### config.mk
export PLATFORM = sky130hd
export DESIGN_NAME = dds_load_sequencer_flat
export DESIGN_NICKNAME = d
export VERILOG_FILES = /design/src/rtl/dds_seq_pkg.sv /design/src/rtl/dds_load_sequencer_if.sv /design/src/rtl/dds_run_counter.sv /design/src/rtl/dds_load_sequencer.sv /design/src/flat_wrapper.sv
export SDC_FILE = /design/constraint.sdc
export NUM_CORES = 1
export LEC_CHECK = 0
export CAP_MARGIN = 20
export CORE_ASPECT_RATIO = 1.5
export CORE_MARGIN = 8
export CORE_UTILIZATION = 55
export CTS_CLUSTER_DIAMETER = 40
export DETAILED_ROUTE_END_ITERATION = 7
export GPL_TIMING_DRIVEN = 0
export PLACE_DENSITY = 0.87
export SYNTH_ARGS = -nofsm -noshare
export SYNTH_HDL_FRONTEND = slang
export SYNTH_HIERARCHICAL = 1
export SYNTH_SLANG_ARGS = --single-unit
### constraint.sdc
create_clock -name clk -period 6.9 [get_ports clk]
set_input_delay 1.38 -clock clk [delete_from_list [all_inputs] [get_ports clk]]
set_output_delay 1.38 -clock clk [all_outputs]
set_load 0.03 [all_outputs]
### src/rtl/dds_seq_pkg.sv
// Shared types and defaults for the DDS load sequencer: FSM states, default
// widths and the lower bound on the settle gap.
package dds_seq_pkg;

    localparam int DEF_DATA_WIDTH = 16;
    localparam int DEF_LEN_WIDTH  = 16;
    localparam int DEF_GAP_CYCLES = 2;
    localparam int MIN_GAP_CYCLES = 1;

    typedef enum logic [2:0] {
        IDLE    = 3'd0,
        SETUP_F = 3'd1,
        LOAD_F  = 3'd2,
        SETUP_P = 3'd3,
        LOAD_P  = 3'd4,
        GAP     = 3'd5,
        RUN     = 3'd6
    } state_e;

endpackage

### src/rtl/dds_load_sequencer_if.sv
// Retune command channel. A command transfers on a rising edge where
// cmd_valid && cmd_ready; the master holds payload stable while cmd_valid is high.
interface dds_load_sequencer_if
    import dds_seq_pkg::*;
#(
    parameter int DATA_WIDTH = DEF_DATA_WIDTH,
    parameter int LEN_WIDTH  = DEF_LEN_WIDTH
) ();

    logic                  cmd_valid;
    logic                  cmd_ready;
    logic [DATA_WIDTH-1:0] cmd_freq;
    logic [DATA_WIDTH-1:0] cmd_phase;
    logic [LEN_WIDTH-1:0]  cmd_len;

    modport master (
        output cmd_valid, cmd_freq, cmd_phase, cmd_len,
        input  cmd_ready
    );

    modport slave (
        input  cmd_valid, cmd_freq, cmd_phase, cmd_len,
        output cmd_ready
    );

endinterface

### src/rtl/dds_run_counter.sv
// Loadable down-counter shared by the settle gap and the run length.
// Loading zero marks the count as infinite: it never decrements or terminates.
module dds_run_counter
    import dds_seq_pkg::*;
#(
    parameter int WIDTH = DEF_LEN_WIDTH
) (
    input  logic             clk,
    input  logic             rst,
    input  logic             load_i,
    input  logic [WIDTH-1:0] load_val_i,
    input  logic             dec_i,
    output logic             tc_o
);

    logic [WIDTH-1:0] cnt_q;
    logic             inf_q;

    always_ff @(posedge clk) begin
        if (rst) begin
            cnt_q <= '0;
            inf_q <= 1'b0;
        end else if (load_i) begin
            cnt_q <= load_val_i;
            inf_q <= (load_val_i == '0);
        end else if (dec_i && !inf_q && (cnt_q != '0)) begin
            cnt_q <= cnt_q - 1'b1;
        end
    end

    // Terminal count marks the last cycle of the loaded span.
    assign tc_o = !inf_q && (cnt_q == WIDTH'(1));

endmodule

### src/rtl/dds_load_sequencer.sv
// Host-side DDS driver: loads frequency then phase, waits a settle gap,
// then holds Enable for the commanded run length (0 = continuous).
module dds_load_sequencer
    import dds_seq_pkg::*;
#(
    parameter int DATA_WIDTH = DEF_DATA_WIDTH,
    parameter int LEN_WIDTH  = DEF_LEN_WIDTH,
    parameter int GAP_CYCLES = DEF_GAP_CYCLES
) (
    input  logic                  clk,
    input  logic                  rst,
    dds_load_sequencer_if.slave   cmd,
    input  logic                  stop,
    output logic                  Enable,
    output logic                  LoadF,
    output logic                  LoadP,
    output logic [DATA_WIDTH-1:0] FreqPhase,
    output logic                  busy,
    output logic                  done,
    output state_e                dbg_state_o
);

    localparam int GAP_EFF = (GAP_CYCLES < MIN_GAP_CYCLES) ? MIN_GAP_CYCLES : GAP_CYCLES;
    localparam logic [LEN_WIDTH-1:0] GAP_LOAD = LEN_WIDTH'(GAP_EFF);

    state_e                state_q;
    logic [DATA_WIDTH-1:0] phase_q;
    logic [LEN_WIDTH-1:0]  len_q;
    logic                  enable_q;
    logic                  loadf_q;
    logic                  loadp_q;
    logic [DATA_WIDTH-1:0] fp_q;
    logic                  busy_q;
    logic                  done_q;

    logic                  accept;
    logic                  cnt_load;
    logic [LEN_WIDTH-1:0]  cnt_val;
    logic                  cnt_dec;
    logic                  cnt_tc;

    // stop masks ready so that it always beats a simultaneous command.
    assign cmd.cmd_ready = ((state_q == IDLE) || (state_q == RUN)) && !stop;
    assign accept        = cmd.cmd_valid && cmd.cmd_ready;

    // Gap count is loaded leaving LOAD_P; run length is loaded leaving GAP.
    always_comb begin
        cnt_load = 1'b0;
        cnt_val  = len_q;
        cnt_dec  = (state_q == GAP) || (state_q == RUN);
        if (state_q == LOAD_P) begin
            cnt_load = 1'b1;
            cnt_val  = GAP_LOAD;
        end else if ((state_q == GAP) && cnt_tc) begin
            cnt_load = 1'b1;
            cnt_val  = len_q;
        end
    end

    dds_run_counter #(.WIDTH(LEN_WIDTH)) u_cnt (
        .clk        (clk),
        .rst        (rst),
        .load_i     (cnt_load),
        .load_val_i (cnt_val),
        .dec_i      (cnt_dec),
        .tc_o       (cnt_tc)
    );

    always_ff @(posedge clk) begin
        if (rst) begin
            state_q  <= IDLE;
            phase_q  <= '0;
            len_q    <= '0;
            enable_q <= 1'b0;
            loadf_q  <= 1'b0;
            loadp_q  <= 1'b0;
            fp_q     <= '0;
            busy_q   <= 1'b0;
            done_q   <= 1'b0;
        end else begin
            loadf_q <= 1'b0;
            loadp_q <= 1'b0;
            done_q  <= 1'b0;
            if (stop && (state_q != IDLE)) begin
                state_q  <= IDLE;
                enable_q <= 1'b0;
                busy_q   <= 1'b0;
            end else if (accept) begin
                state_q  <= SETUP_F;
                fp_q     <= cmd.cmd_freq;
                phase_q  <= cmd.cmd_phase;
                len_q    <= cmd.cmd_len;
                enable_q <= 1'b0;
                busy_q   <= 1'b1;
            end else begin
                case (state_q)
                    SETUP_F: begin
                        state_q <= LOAD_F;
                        loadf_q <= 1'b1;
                    end
                    LOAD_F: begin
                        state_q <= SETUP_P;
                        fp_q    <= phase_q;
                    end
                    SETUP_P: begin
                        state_q <= LOAD_P;
                        loadp_q <= 1'b1;
                    end
                    LOAD_P: begin
                        state_q <= GAP;
                    end
                    GAP: begin
                        if (cnt_tc) begin
                            state_q  <= RUN;
                            enable_q <= 1'b1;
                        end
                    end
                    RUN: begin
                        if (cnt_tc) begin
                            state_q  <= IDLE;
                            enable_q <= 1'b0;
                            busy_q   <= 1'b0;
                            done_q   <= 1'b1;
                        end
                    end
                    default: begin
                        state_q  <= IDLE;
                        enable_q <= 1'b0;
                        busy_q   <= 1'b0;
                    end
                endcase
            end
        end
    end

    assign Enable      = enable_q;
    assign LoadF       = loadf_q;
    assign LoadP       = loadp_q;
    assign FreqPhase   = fp_q;
    assign busy        = busy_q;
    assign done        = done_q;
    assign dbg_state_o = state_q;

endmodule

### src/flat_wrapper.sv
// flat-port wrapper written by rule: the top's interface ports become plain ports
module dds_load_sequencer_flat import dds_seq_pkg::*;
#(
    parameter int DATA_WIDTH = DEF_DATA_WIDTH,
    parameter int LEN_WIDTH  = DEF_LEN_WIDTH,
    parameter int GAP_CYCLES = DEF_GAP_CYCLES
)
  (clk, rst, stop, Enable, LoadF, LoadP, FreqPhase, busy, done, dbg_state_o, cmd_cmd_valid, cmd_cmd_freq, cmd_cmd_phase, cmd_cmd_len, cmd_cmd_ready);
  dds_load_sequencer_if #(.DATA_WIDTH(DATA_WIDTH), .LEN_WIDTH(LEN_WIDTH)) cmd_i ();
  input  logic clk;
  input  logic rst;
  input  logic stop;
  output logic Enable;
  output logic LoadF;
  output logic LoadP;
  output logic [DATA_WIDTH-1:0] FreqPhase;
  output logic busy;
  output logic done;
  output state_e dbg_state_o;
  input wire logic [$bits(cmd_i.cmd_valid)-1:0] cmd_cmd_valid;
  input wire logic [$bits(cmd_i.cmd_freq)-1:0] cmd_cmd_freq;
  input wire logic [$bits(cmd_i.cmd_phase)-1:0] cmd_cmd_phase;
  input wire logic [$bits(cmd_i.cmd_len)-1:0] cmd_cmd_len;
  output wire logic [$bits(cmd_i.cmd_ready)-1:0] cmd_cmd_ready;
  assign cmd_i.cmd_valid = cmd_cmd_valid;
  assign cmd_i.cmd_freq = cmd_cmd_freq;
  assign cmd_i.cmd_phase = cmd_cmd_phase;
  assign cmd_i.cmd_len = cmd_cmd_len;
  assign cmd_cmd_ready = cmd_i.cmd_ready;
  dds_load_sequencer #(.DATA_WIDTH(DATA_WIDTH), .LEN_WIDTH(LEN_WIDTH), .GAP_CYCLES(GAP_CYCLES)) u_core (.clk(clk), .rst(rst), .cmd(cmd_i), .stop(stop), .Enable(Enable), .LoadF(LoadF), .LoadP(LoadP), .FreqPhase(FreqPhase), .busy(busy), .done(done), .dbg_state_o(dbg_state_o));
endmodule
**After elaboration in Yosys (flattened, before gate mapping)**

Index checks and enable logic that the tools add are counted.

- Bits of input ports: 52
- Word-level logic and storage cells: 75
- Register bits: 73
- Output and inout bits: 25

- Bitwise operators: 3
- Equality and inequality tests: 12
- Add/sub/neg operators: 1
- Reductions and logical operators: 28
- Multiplexer cells: 19

Operator list:

| kind | count |
|---|---|
| 16-bit two-way mux | 5 |
| 3-bit one-hot mux with 6 select lines | 1 |
| 16-bit by 1-bit equality test with 1-bit output (second input constant) | 1 |
| 16-bit zero test | 1 |
| 16-bit nonzero test | 1 |
| 16-bit by 1-bit subtractor with 16-bit output (second input constant) | 1 |
| 2-bit AND reduction | 5 |
| 3-bit equality test (second input constant) | 3 |
| 1-bit two-way mux | 9 |
| 4-bit OR reduction | 2 |
| 1-bit logical AND | 7 |
| 3-bit by 2-bit equality test with 1-bit output (second input constant) | 2 |
| 3-bit two-way mux | 2 |
| 2-bit by 1-bit != test with 1-bit output (second input constant) | 3 |
| 3-bit by 1-bit != test with 1-bit output (second input constant) | 2 |
| 5-bit OR reduction | 1 |
| 2-bit nonzero test | 2 |
| 3-bit by 1-bit equality test with 1-bit output (second input constant) | 1 |
| 3-bit zero test | 1 |
| 1-bit NOT | 3 |
| 1-bit one-hot mux with 3 select lines | 1 |
| 3-bit AND reduction | 1 |
| 3-bit nonzero test | 1 |
| 3-bit OR reduction | 1 |
| 4 further kinds | 6 |

**Logic depth before layout (Yosys ltp)**

Gate-level depths: netlist (run 1).

- Depth after elaboration: 6
- Gate-level depth with buffers: 11
- Gate-level depth less buffers: 10

**Cells and area by module**

The synthesis (run 1) kept the hierarchy.

Modules (own cells, without submodules):

| module | cells each | seq. area each (µm²) | times used | area each (µm²) |
|---|---|---|---|---|
| dds_load_sequencer | 284 | 1121.1 | 1 | 2422.3 |
| dds_run_counter | 133 | 340.3 | 1 | 1104.8 |

**Worst setup path after synthesis (run 1)**

No wires, ideal clock.

- Path type: input to output
- Start point: in stop
- End point: out cmd_cmd_ready
- Path buffers: 0
- Path slack: 3459 ps
- Required time: 5520 ps
- Arrival time: 2061 ps
- Cell stages on the path: 1
- Cell sequence: nor3_1

- Word-level cells in the longest chain between the ends: 2

RTL lines:

| element | line | text |
|---|---|---|
| from (decl) | flat_wrapper.sv:12 | `input logic stop;` |
| 1-bit zero test | dds_load_sequencer.sv:43 | `assign cmd.cmd_ready = ((state_q == IDLE) \|\| (state_q == RUN)) && !stop;` |
| 1-bit logical AND | dds_load_sequencer.sv:43 |  |
| to (decl) | flat_wrapper.sv:24 | `output wire logic [$bits(cmd_i.cmd_ready)-1:0] cmd_cmd_ready;` |

Every way passes these cells.

**Final worst setup path (run 1)**

Ends and elaborated chain as after synthesis.

==> metrics.txt, run 1 <==
maximum number of pins on one net before global-route repair=14; number of antenna violations at the first check in global routing=0; CTS H-Tree Depth=3; hold buffers post-CTS=0; Syn Area/Cell=roughly 8.5 um2; via count normalized by instance count=about 6; Max Fanout on Critical Path=7; Pleak=about 1.6 nW; Pre-antenna DRT Iters=5; Post-Syn Nets=471; placement row count=36; post-CTS setup repair buffer count=0; area of the die=between 0.009 and 0.01 mm2; cell chosen for the clock root=sky130_fd_sc_hd__clkbuf_8; number of I/O port buffers=75; DRC marker count from the first detailed-route iteration=around 280; final critical-path required period=approximately 4.3 ns; share of the synthesized area in the top cell type=between 40% and 50%; TritonCTS buffer count=9; max-capacitance violation count=0; final weighted congestion in routability-driven placement=about 0.88; Initial Util=between 50% and 60%; filler cell count in the final layout=slightly below 500; peak supply drop=0.000187 V; Final Routed Wirelength=10100 um; final standard cell count with taps included and fillers excluded=584; synthesis warning total=6; Unique masters post-synth=62; primary flip-flop cell chosen by synthesis mapping=sky130_fd_sc_hd__dfxtp_1; share of final-layout standard cells stronger than drive strength 1=around 12%; top cells by area in the synthesized netlist=sky130_fd_sc_hd__dfxtp_1 41%, sky130_fd_sc_hd__nand2_1 9.6%, sky130_fd_sc_hd__a21oi_1 7.7%; clock input transition at the sequential cells of the worst setup and hold paths=about 0.070 ns; GRT Resource Usage Total=around 23%; worst slack, placed=2.65 ns; Final setup viols=0; period utilization=61.7%; clock tree from TritonCTS=built; Post-DP HPWL=about 7600 um; worst slew slack as a fraction of its limit=57.8%; Hold Crit Class=reg2reg; synthesized instance count=about 420; x dimension of the die=81.4 um; number of ports placed on the die boundary=between 70 and 80; area added between synthesis and finish=28.8%; CTS sink count=73; total negative setup slack=0 ns; outcome=finished, final reports clean; Startpoint Class=primary input; post-route setup slack=roughly 2.6 ns; ys async rst share=0%; core area=approximately 0.0064 mm2; Antenna Violating Nets Remaining=0; proportion of synthesized chip area in sequential cells=41.4%; unrepaired setup endpoints after global routing=false; via count of the first global-routing pass=3521; category of the worst setup path capture point=output pin; cell type with the largest total area after synthesis=sky130_fd_sc_hd__dfxtp_1; number of cells after detailed placement=between 500 and 600; number of DRC violations after detailed routing=0; peak clock frequency supported by timing=approximately 230 MHz; Clock Skew=between 0.007 and 0.008 ns; clk_lat worst skew=0.34 ns; first-pass GRT wire length=around 17000 um; Mapped Area=0.00353 mm2; worst endpoint data arrival time=~2.9 ns; post-cts sizing count=0; vertical die dimension=114 um; power after layout=916 uW; post-layout net count=557; total power per unit cell area=about 200 mW/mm2; number of slew-limit violations in the final report=0; register bit total from synthesis=73; Inserted Diodes=0; number of buffers between clock root and the deepest sink=2; data required time of the worst path=about 5.5 ns; average detailed-routed wire length per instance=17.2 um; number of flops mapped to enable cells by yosys=0; Fin. Hold Viols=0; Overflow after GRT=0; transition time at the pin with the least slew margin=approximately 0.63 ns; DR vias=around 3.5k; type of the worst setup path=in2out
power breakdown:
group / internal (mW) / switching, mW
logic: 0.0786 / 0.0901
clock network: 0.132 / 0.164
registers: 0.441 / 0.0105
critical path, cell delays in order:
cell and delay [ns]:
sky130_fd_sc_hd__clkdlybuf4s50_1 0.54, sky130_fd_sc_hd__nor3_1 0.25, sky130_fd_sc_hd__clkdlybuf4s50_1 0.71
cells in the mapped netlist (all sizes together) (2+ instances only):
master / count
xnor2: 2
nand2: 90
a221oi: 4
o21bai: 2
nor4b: 2
and2b: 3
ha: 2
or4: 8
nand3: 4
a21oi: 54
a2bb2oi: 2
inv: 7
a211o: 2
nor3: 6
nand3b: 2
a31oi: 2
o21ai: 8
or3: 10
nand2b: 4
nor4: 8
nor2: 22
a311oi: 27
or4b: 2
o31ai: 4
a21o: 2
nor2b: 15
and2: 3
clkbuf: 13
nand4: 4
or2: 3
buf: 16
dfxtp: 73
a22oi: 2
state kept, by name, summed over array words and instances, names as in the netlist:
name	flops
u_core/phase_q	16
u_core/LoadF	1
u_core/done	1
u_core/u_cnt/cnt_q	16
u_core/FreqPhase	16
u_core/LoadP	1
u_core/len_q	16
u_core/u_cnt/inf_q	1
u_core/busy	1
u_core/dbg_state_o	3
u_core/Enable	1
layout make-up:
class | count | area [um2] | area share [%]
multi-input cells | 307 | 1870 | 41.1
flip-flops and latches | 73 | 1460 | 32.2
repair buffers | 75 | 751 | 16.5
clock inverters | 6 | 43.8 | 0.964
plain buffers | 29 | 169 | 3.72
clock buffers | 10 | 128 | 2.81
inverters | 8 | 30.0 | 0.661
well taps | 76 | 95.1 | 2.09
worst paths after layout:
path	endpoint	startpoint	cells past startpoint	slack (ns)
worst max-delay path	cmd_cmd_ready	stop	3	2.64
worst max register to register	u_core/u_cnt/cnt_q[6]	u_core/u_cnt/cnt_q[11]	9	3.34
worst min register to register	u_core/len_q[2]	u_core/len_q[2]	2	0.45
worst min-delay path	u_core/len_q[2]	u_core/len_q[2]	2	0.45
kinds of logic (layout without fill, tap and decap cells):
kind of cell             count (synthesis)  count (layout)  synth area share (%)
AO/OA/AOI/OAI                          115             115                  23.6
XOR/XNOR                                 2               2                 0.710
buffers and inverters                   37             128                  5.64
adder cells (fa/ha/maj)                  2               2                 0.709
flip-flops                              73              73                  41.4
AND/OR/NAND/NOR                        188             188                  27.9
layer usage:
metal / routed length [um] / share of wire [%] / GRT usage, % / vias to the layer above
li1: - / - / - / 1691
met1: 3730 / 37 / 22.9 / 1651
met2: 5450 / 54 / 41.6 / 126
met3: 649 / 6.5 / 7.15 / 23
met4: 229 / 2.3 / 8.14 / 0
met5: 0 / 0 / 0 / -
cell usage in the layout, fill, tap and decap left out, drive strengths merged, types with 3 or more instances in the layout:
| cell | synthesis | layout |
|---|---|---|
| o31ai | 4 | 4 |
| nand3 | 4 | 4 |
| nor4 | 8 | 8 |
| nand4 | 4 | 4 |
| a221oi | 4 | 4 |
| o21ai | 8 | 8 |
| nor3 | 6 | 6 |
| inv | 7 | 8 |
| or2 | 3 | 3 |
| and2 | 3 | 3 |
| dfxtp | 73 | 73 |
| or4 | 8 | 8 |
| and2b | 3 | 3 |
| nor2b | 15 | 15 |
| buf | 16 | 16 |
| clkinv | 1 | 5 |
| or3 | 10 | 10 |
| nand2 | 90 | 90 |
| a311oi | 27 | 27 |
| nor2 | 22 | 22 |
| a21oi | 54 | 54 |
| nand2b | 4 | 4 |
| clkdlybuf4s50 | 0 | 75 |
| clkbuf | 13 | 23 |
stage by stage:
stage	utilization (%)	hold slack, ns	cell area [um2]
after floorplan	-	0.432	3530
final	71.6	0.453	4540
after global routing	71.6	0.470	4540
after global placement	68.9	0.439	4370
after detailed placement	68.9	0.444	4370
after CTS	71.6	0.455	4540
(Power assumes the default switching activity.)
==> run 2: changes to the inputs <==
CORE_UTILIZATION = 51   (was 55)
PLACE_DENSITY = 0.81   (was 0.87)
clock period = 4.43 ns   (was 6.9 ns; I/O delays follow)
==> run 2 against run 1 <==
  * Clock skew increased by 0.0046 ns
  * Sequential cell count unchanged
  * Final cell count increased by 0.34%
  * Critical path type is now reg2reg
  * Largest power group unchanged
==> metrics.txt, run 2 (same netlist as run 1, synthesis figures left out) <==
post-cts sizing count=0 (unchanged); filler cell count in the final layout=549 (was 487); worst slew slack as a fraction of its limit=56.8% (was 57.8%); period utilization=between 70 and 80%; origin of the worst min-delay path=u_core/len_q[14] (was u_core/len_q[2]); number of cells after detailed placement=570 (was 568); first-pass GRT wire length=16500 um (was 16900 um); TritonCTS buffer count=9 (unchanged); Clock Skew=0.0124 ns (was 0.00776 ns); GRT Resource Usage Total=20.1% (was 22.7%); Antenna Violating Nets Remaining=0 (unchanged); max-capacitance violation count=0 (unchanged); maximum number of pins on one net before global-route repair=14 (unchanged); worst hold-check slack=0.456 ns (was 0.453 ns); clock input transition at the sequential cells of the worst setup and hold paths=0.07 ns (about the same); commonest non-fill, non-tap cells in the layout=90 x sky130_fd_sc_hd__nand2_1, 75 x sky130_fd_sc_hd__clkdlybuf4s50_1, 73 x sky130_fd_sc_hd__dfxtp_1 (unchanged); power after layout=1.52 mW (was 916 uW); placement row count=37 (was 36); DR vias=3442 (was 3491); area added between synthesis and finish=30.1% (was 28.8%); final standard cell area without fillers=0.00459 mm2 (was 0.00454 mm2); Inserted Diodes=0 (unchanged); number of antenna violations at the first check in global routing=0 (unchanged); number of buffers between clock root and the deepest sink=2 (unchanged); vertical die dimension=118 um (was 114 um); final critical-path required period=about 3.4 ns; clock tree from TritonCTS=built (unchanged); Fin. Hold Viols=0 (unchanged); hold buffers post-CTS=0 (unchanged); core area=0.00681 mm2 (was 0.00635 mm2); DRC marker count from the first detailed-route iteration=222 (was 278); type of the worst setup path=reg2reg (was in2out); area of the die=0.00989 mm2 (was 0.00928 mm2); clk_lat worst skew=0.36 ns (was 0.34 ns); data required time of the worst path=4.64 ns (was 5.52 ns); number of DRC violations after detailed routing=0 (unchanged); share of final-layout standard cells stronger than drive strength 1=12.2% (was 12.0%); Overflow after GRT=0 (unchanged); via count normalized by instance count=5.87 (was 5.98); worst setup slack for register-to-register paths=0.98 ns (was 3.34 ns); category of the worst setup path capture point=flop (was output pin); Initial Util=51.8% (was 55.5%); outcome=finished, final reports clean (unchanged); CTS H-Tree Depth=3 (unchanged); via count of the first global-routing pass=3555 (was 3521); Pre-antenna DRT Iters=6 (was 5); Hold Crit Class=reg2reg (unchanged); total negative setup slack=0 ns (unchanged); placed instance area=0.00438 mm2 (was 0.00437 mm2); unrepaired setup endpoints after global routing=false (unchanged); transition time at the pin with the least slew margin=0.644 ns (was 0.628 ns); total power per unit cell area=331 mW/mm2 (was 202 mW/mm2); peak supply drop=0.000220 V (was 0.000187 V); number of slew-limit violations in the final report=0 (unchanged); number of ports placed on the die boundary=77 (unchanged); Startpoint Class=flop (was primary input); post-CTS setup repair buffer count=0 (unchanged); x dimension of the die=83.9 um (was 81.4 um); CTS sink count=73 (unchanged); peak clock frequency supported by timing=roughly 290 MHz; worst endpoint data arrival time=3.66 ns (was 2.88 ns); average detailed-routed wire length per instance=16.9 um (was 17.2 um); number of I/O port buffers=75 (unchanged); Post-DP HPWL=7640 um (was 7580 um); cell chosen for the clock root=sky130_fd_sc_hd__clkbuf_8 (unchanged); Pleak=1.63 nW (was 1.62 nW); post-layout net count=557 (unchanged); final weighted congestion in routability-driven placement=0.882 (was 0.878); Final setup viols=0 (unchanged); final standard cell count with taps included and fillers excluded=586 (was 584); Final Routed Wirelength=9890 um (was 10100 um); Max Fanout on Critical Path=10 (was 7); Worst Setup SP=u_core/u_cnt/cnt_q[4] (was stop); most common cell after layout, fill and taps aside=sky130_fd_sc_hd__nand2_1 (unchanged); Crit Reg-Reg Startpoint=u_core/u_cnt/cnt_q[4] (was u_core/u_cnt/cnt_q[11])
run 2: changes by cell type in the layout (fill, tap and decap cells not counted):
cell                         before  now
sky130_fd_sc_hd__clkinv_4         2    1
sky130_fd_sc_hd__clkinv_2         2    0
sky130_fd_sc_hd__clkinvlp_4       1    2
sky130_fd_sc_hd__bufinv_16        0    1
sky130_fd_sc_hd__clkbuf_8         9   11
sky130_fd_sc_hd__clkbuf_1        14   13
run 2: final cells by class:
class | instances | area, um2 | share of cell area [%]
flip-flops and latches | 73 | 1460 | 31.8
well taps | 78 | 97.6 | 2.13
clock buffers | 11 | 151 | 3.30
multi-input cells | 307 | 1870 | 40.7
clock inverters | 5 | 62.6 | 1.36
inverters | 8 | 30.0 | 0.654
repair buffers | 75 | 751 | 16.4
plain buffers | 29 | 169 | 3.68
run 2: layer usage:
metal | track usage, % | vias to the layer above | wire length, um
met3 | 4.85 | 20 | 550
met1 | 20.5 | 1629 | 3710
met2 | 36.9 | 119 | 5430
met5 | 0 | - | 0
li1 | - | 1674 | -
met4 | 9.33 | 0 | 187
run 2: critical path: stages (launching register included):
cell and delay [ns]:
sky130_fd_sc_hd__dfxtp_1 0.38, sky130_fd_sc_hd__nor4_2 0.55, sky130_fd_sc_hd__nand2_1 0.16, sky130_fd_sc_hd__nor4_1 0.53, sky130_fd_sc_hd__inv_1 0.16, sky130_fd_sc_hd__a21oi_1 0.20, sky130_fd_sc_hd__clkbuf_1 0.38, sky130_fd_sc_hd__clkinv_1 0.32
sky130_fd_sc_hd__clkbuf_1 0.32, sky130_fd_sc_hd__o21bai_1 0.24, sky130_fd_sc_hd__a31oi_1 0.05
run 2: final timing paths:
path,depth (start not counted),to
worst max-delay path,10,u_core/u_cnt/cnt_q[15]
worst min-delay path,2,u_core/len_q[14]
worst max register to register,10,u_core/u_cnt/cnt_q[15]
worst min register to register,2,u_core/len_q[14]
run 2: power breakdown:
group          switching (mW)  internal [mW]
Combinational           0.139          0.122
Sequential             0.0168          0.687
Clock                   0.261          0.294
run 2: metrics by stage:
step / worst slack [ns] / utilization (%)
after floorplan: 1.77 / -
after global placement: 1.10 / 64.3
after detailed placement: 1.13 / 64.3
after CTS: 1.10 / 67.4
after global routing: 0.658 / 67.4
final: 0.983 / 67.4
==> run 3: changes to the inputs <==
CORE_UTILIZATION = 46   (was 51)
PLACE_DENSITY = 0.78   (was 0.81)
clock period = 3 ns   (was 4.43 ns; I/O delays follow)
==> run 3 against run 2 <==
  * Maximum frequency rose by 27%
  * Register-to-register slack worse by 0.70 ns
  * Highest routed layer unchanged
  * Critical path depth is the same
  * Non-clock buffer count unchanged
  * Setup slack lost 0.70 ns
  * Sequential cell count unchanged
  * Combinational power grew 48%
  * Final cell count increased by 4.1%
  * Cell area is 3.3% higher
  * Sequential share of layout area decreased by 1.0 points
  * Utilization decreased by 4.3 points
==> metrics.txt, run 3 (same netlist as run 1, synthesis figures left out) <==
share of final-layout standard cells stronger than drive strength 1=13.2% (was 12.2%); filler cell count in the final layout=658 (was 549); Antenna Violating Nets Remaining=0 (unchanged); number of ports placed on the die boundary=77 (unchanged); TritonCTS buffer count=9 (unchanged); number of slew-limit violations in the final report=0 (unchanged); number of I/O port buffers=75 (unchanged); vertical die dimension=123 um (was 118 um); worst endpoint data arrival time=2.91 ns (was 3.66 ns); data required time of the worst path=3.19 ns (was 4.64 ns); post-CTS setup repair buffer count=0 (unchanged); Max Fanout on Critical Path=10 (unchanged); CTS H-Tree Depth=3 (unchanged); DRC marker count from the first detailed-route iteration=160 (was 222); area of the die=0.0108 mm2 (was 0.00989 mm2); DR vias=3387 (was 3442); transition time at the pin with the least slew margin=0.671 ns (was 0.644 ns); clock tree from TritonCTS=built (unchanged); worst hold-check slack=0.449 ns (was 0.456 ns); Crit path largest cell delay=0.52 ns (was 0.55 ns); Clock Skew=0.00560 ns (was 0.0124 ns); outcome=finished, final reports clean (unchanged); via count normalized by instance count=5.55 (was 5.87); cell breakdown of the critical path=or4_1 > buf_2 > nor4_4 > inv_1 > a21oi_1 > clkbuf_4 > clkinvlp_4 > clkbuf_2 > nor2_1 > a311oi_1 (was nor4_2 > nand2_1 > nor4_1 > inv_1 > a21oi_1 > clkbuf_1 > clkinv_1 > clkbuf_1 > o21bai_1 > a31oi_1); total power per unit cell area=523 mW/mm2 (was 331 mW/mm2); via count of the first global-routing pass=3499 (was 3555); Inserted Diodes=0 (unchanged); clk_lat worst skew=0.33 ns (was 0.36 ns); Endpoint, Worst Hold=u_core/len_q[14] (unchanged); final weighted congestion in routability-driven placement=0.852 (was 0.882); switching power of the nets=621 uW (was 417 uW); number of antenna violations at the first check in global routing=0 (unchanged); area added between synthesis and finish=34.4% (was 30.1%); type of the worst setup path=reg2reg (unchanged); CP max stage cell=sky130_fd_sc_hd__or4_1 (was sky130_fd_sc_hd__nor4_2); category of the worst setup path capture point=flop (unchanged); total negative setup slack=0 ns (unchanged); final critical-path required period=2.71 ns (was 3.45 ns); core area=0.00751 mm2 (was 0.00681 mm2); Initial Util=46.9% (was 51.8%); Pre-antenna DRT Iters=5 (was 6); Overflow after GRT=0 (unchanged); placement row count=39 (was 37); peak supply drop=0.000414 V (was 0.000220 V); first-pass GRT wire length=16500 um (about the same); post-layout net count=557 (unchanged); Crit Reg-Reg Startpoint=u_core/u_cnt/cnt_q[11] (was u_core/u_cnt/cnt_q[4]); core utilization of the finished layout=63.1% (was 67.4%); Post-DP HPWL=7660 um (was 7640 um); max-capacitance violation count=0 (unchanged); clock network power share=42.5% (was 36.5%); number of buffers between clock root and the deepest sink=2 (unchanged); x dimension of the die=87.5 um (was 83.9 um); clock input transition at the sequential cells of the worst setup and hold paths=0.06 ns (was 0.07 ns); worst slew slack as a fraction of its limit=55.2% (was 56.8%); worst slack, placed=-0.281 ns (was 1.13 ns); Hold Path Stages=2 (unchanged); average detailed-routed wire length per instance=16.4 um (was 16.9 um); Final Routed Wirelength=9980 um (was 9890 um); Startpoint Class=flop (unchanged); power after layout=2.48 mW (was 1.52 mW); worst setup slack for register-to-register paths=0.29 ns (was 0.98 ns); number of DRC violations after detailed routing=0 (unchanged); Internal=1.86 mW (was 1.10 mW); most common cell after layout, fill and taps aside=sky130_fd_sc_hd__nand2_1 (unchanged); Final setup viols=0 (unchanged); Fin. Hold Viols=0 (unchanged); CTS sink count=73 (unchanged); cell chosen for the clock root=sky130_fd_sc_hd__clkbuf_16 (was sky130_fd_sc_hd__clkbuf_8); area of combinational cells with multiple inputs=0.00190 mm2 (was 0.00187 mm2); peak clock frequency supported by timing=368 MHz (was 290 MHz); Pleak=1.69 nW (was 1.63 nW); maximum number of pins on one net before global-route repair=13 (was 14); portion of total power attributed to combinational logic=15.6% (was 17.2%); unrepaired setup endpoints after global routing=false (unchanged); worst r2r path cells=10 (unchanged); period utilization=90.5% (was 77.8%); origin of the worst min-delay path=u_core/len_q[14] (unchanged); sw frac=25.0% (was 27.4%); Hold Crit Class=reg2reg (unchanged); GRT Resource Usage Total=19.4% (was 20.1%); commonest non-fill, non-tap cells in the layout=90 x sky130_fd_sc_hd__nand2_1, 75 x sky130_fd_sc_hd__clkdlybuf4s50_1, 73 x sky130_fd_sc_hd__dfxtp_1 (unchanged); post-route setup slack=0.286 ns (was 0.983 ns); register area=0.00146 mm2 (unchanged); endpoint of the worst register-to-register path=u_core/u_cnt/cnt_q[11] (was u_core/u_cnt/cnt_q[15]); power share of the sequential group=41.9% (was 46.3%)
==> run 3: cell types whose count changed in the layout (fill, tap and decap cells not counted), sizes merged <==
cell,before,now
clkinvlp,2,3
inv,8,7
==> run 3: how the worst max path moves through the flow <==
| stage | from | to | slack, ns | cells after the start |
|---|---|---|---|---|
| 2_1_floorplan | u_core/u_cnt/cnt_q[11] | u_core/u_cnt/cnt_q[15] | 0.34 | 10 |
| 3_3_place_gp | u_core/u_cnt/cnt_q[11] | u_core/u_cnt/cnt_q[15] | -0.29 | 10 |
| 3_5_place_dp | u_core/u_cnt/cnt_q[11] | u_core/u_cnt/cnt_q[13] | -0.28 | 10 |
| 4_1_cts | u_core/u_cnt/cnt_q[11] | u_core/u_cnt/cnt_q[13] | 0.06 | 10 |
| 5_1_grt | u_core/u_cnt/cnt_q[11] | u_core/u_cnt/cnt_q[15] | 0.05 | 10 |
| 6_report | u_core/u_cnt/cnt_q[11] | u_core/u_cnt/cnt_q[11] | 0.29 | 10 |
==> run 3: per-layer routing <==
metal / wire length (um) / up-vias / global-route usage, %
li1: - / 1677 / -
met1: 3780 / 1605 / 19.7
met2: 5630 / 91 / 36.3
met3: 426 / 14 / 5.26
met4: 140 / 0 / 7.78
met5: 0 / - / 0
==> run 3: layout make-up <==
cell class	instances	share of cell area, %
Inverter	8	0.712
Timing Repair Buffer	75	15.8
Tap cell	102	2.69
Clock buffer	11	5.12
Sequential cell	73	30.8
Multi-Input combinational cell	307	40.0
Buffer	29	3.69
Clock inverter	5	1.16
==> run 3: metrics by stage <==
step,cells,instance area (um2)
final,610,4740
after global routing,610,4740
after CTS,610,4720
after detailed placement,594,4410
after global placement,594,4410
after floorplan,417,3530
==> run 3: critical path: cells and delay by family (launching register included) <==
| kind | cells | cell delay (ns) |
|---|---|---|
| compound gates | 2 | 0.22 |
| buf+inv | 5 | 0.93 |
| flops | 1 | 0.37 |
| simple gates | 3 | 1.04 |
==> run 3: power by group through the flow <==
stage,clock network (mW),registers (mW),logic [mW]
floorplan,0,1.10,0.184
global placement,0,1.06,0.380
detailed placement,0,1.06,0.386
CTS,1.07,1.04,0.389
global route,1.12,1.04,0.419
finish,1.05,1.04,0.388
==> run 3: repair_timing <==
action,4_1_cts,5_1_grt
endpoints found under the setup margin,14,14
hold buffers,0,0
resized for setup,3,9
endpoints found under the hold margin,0,0
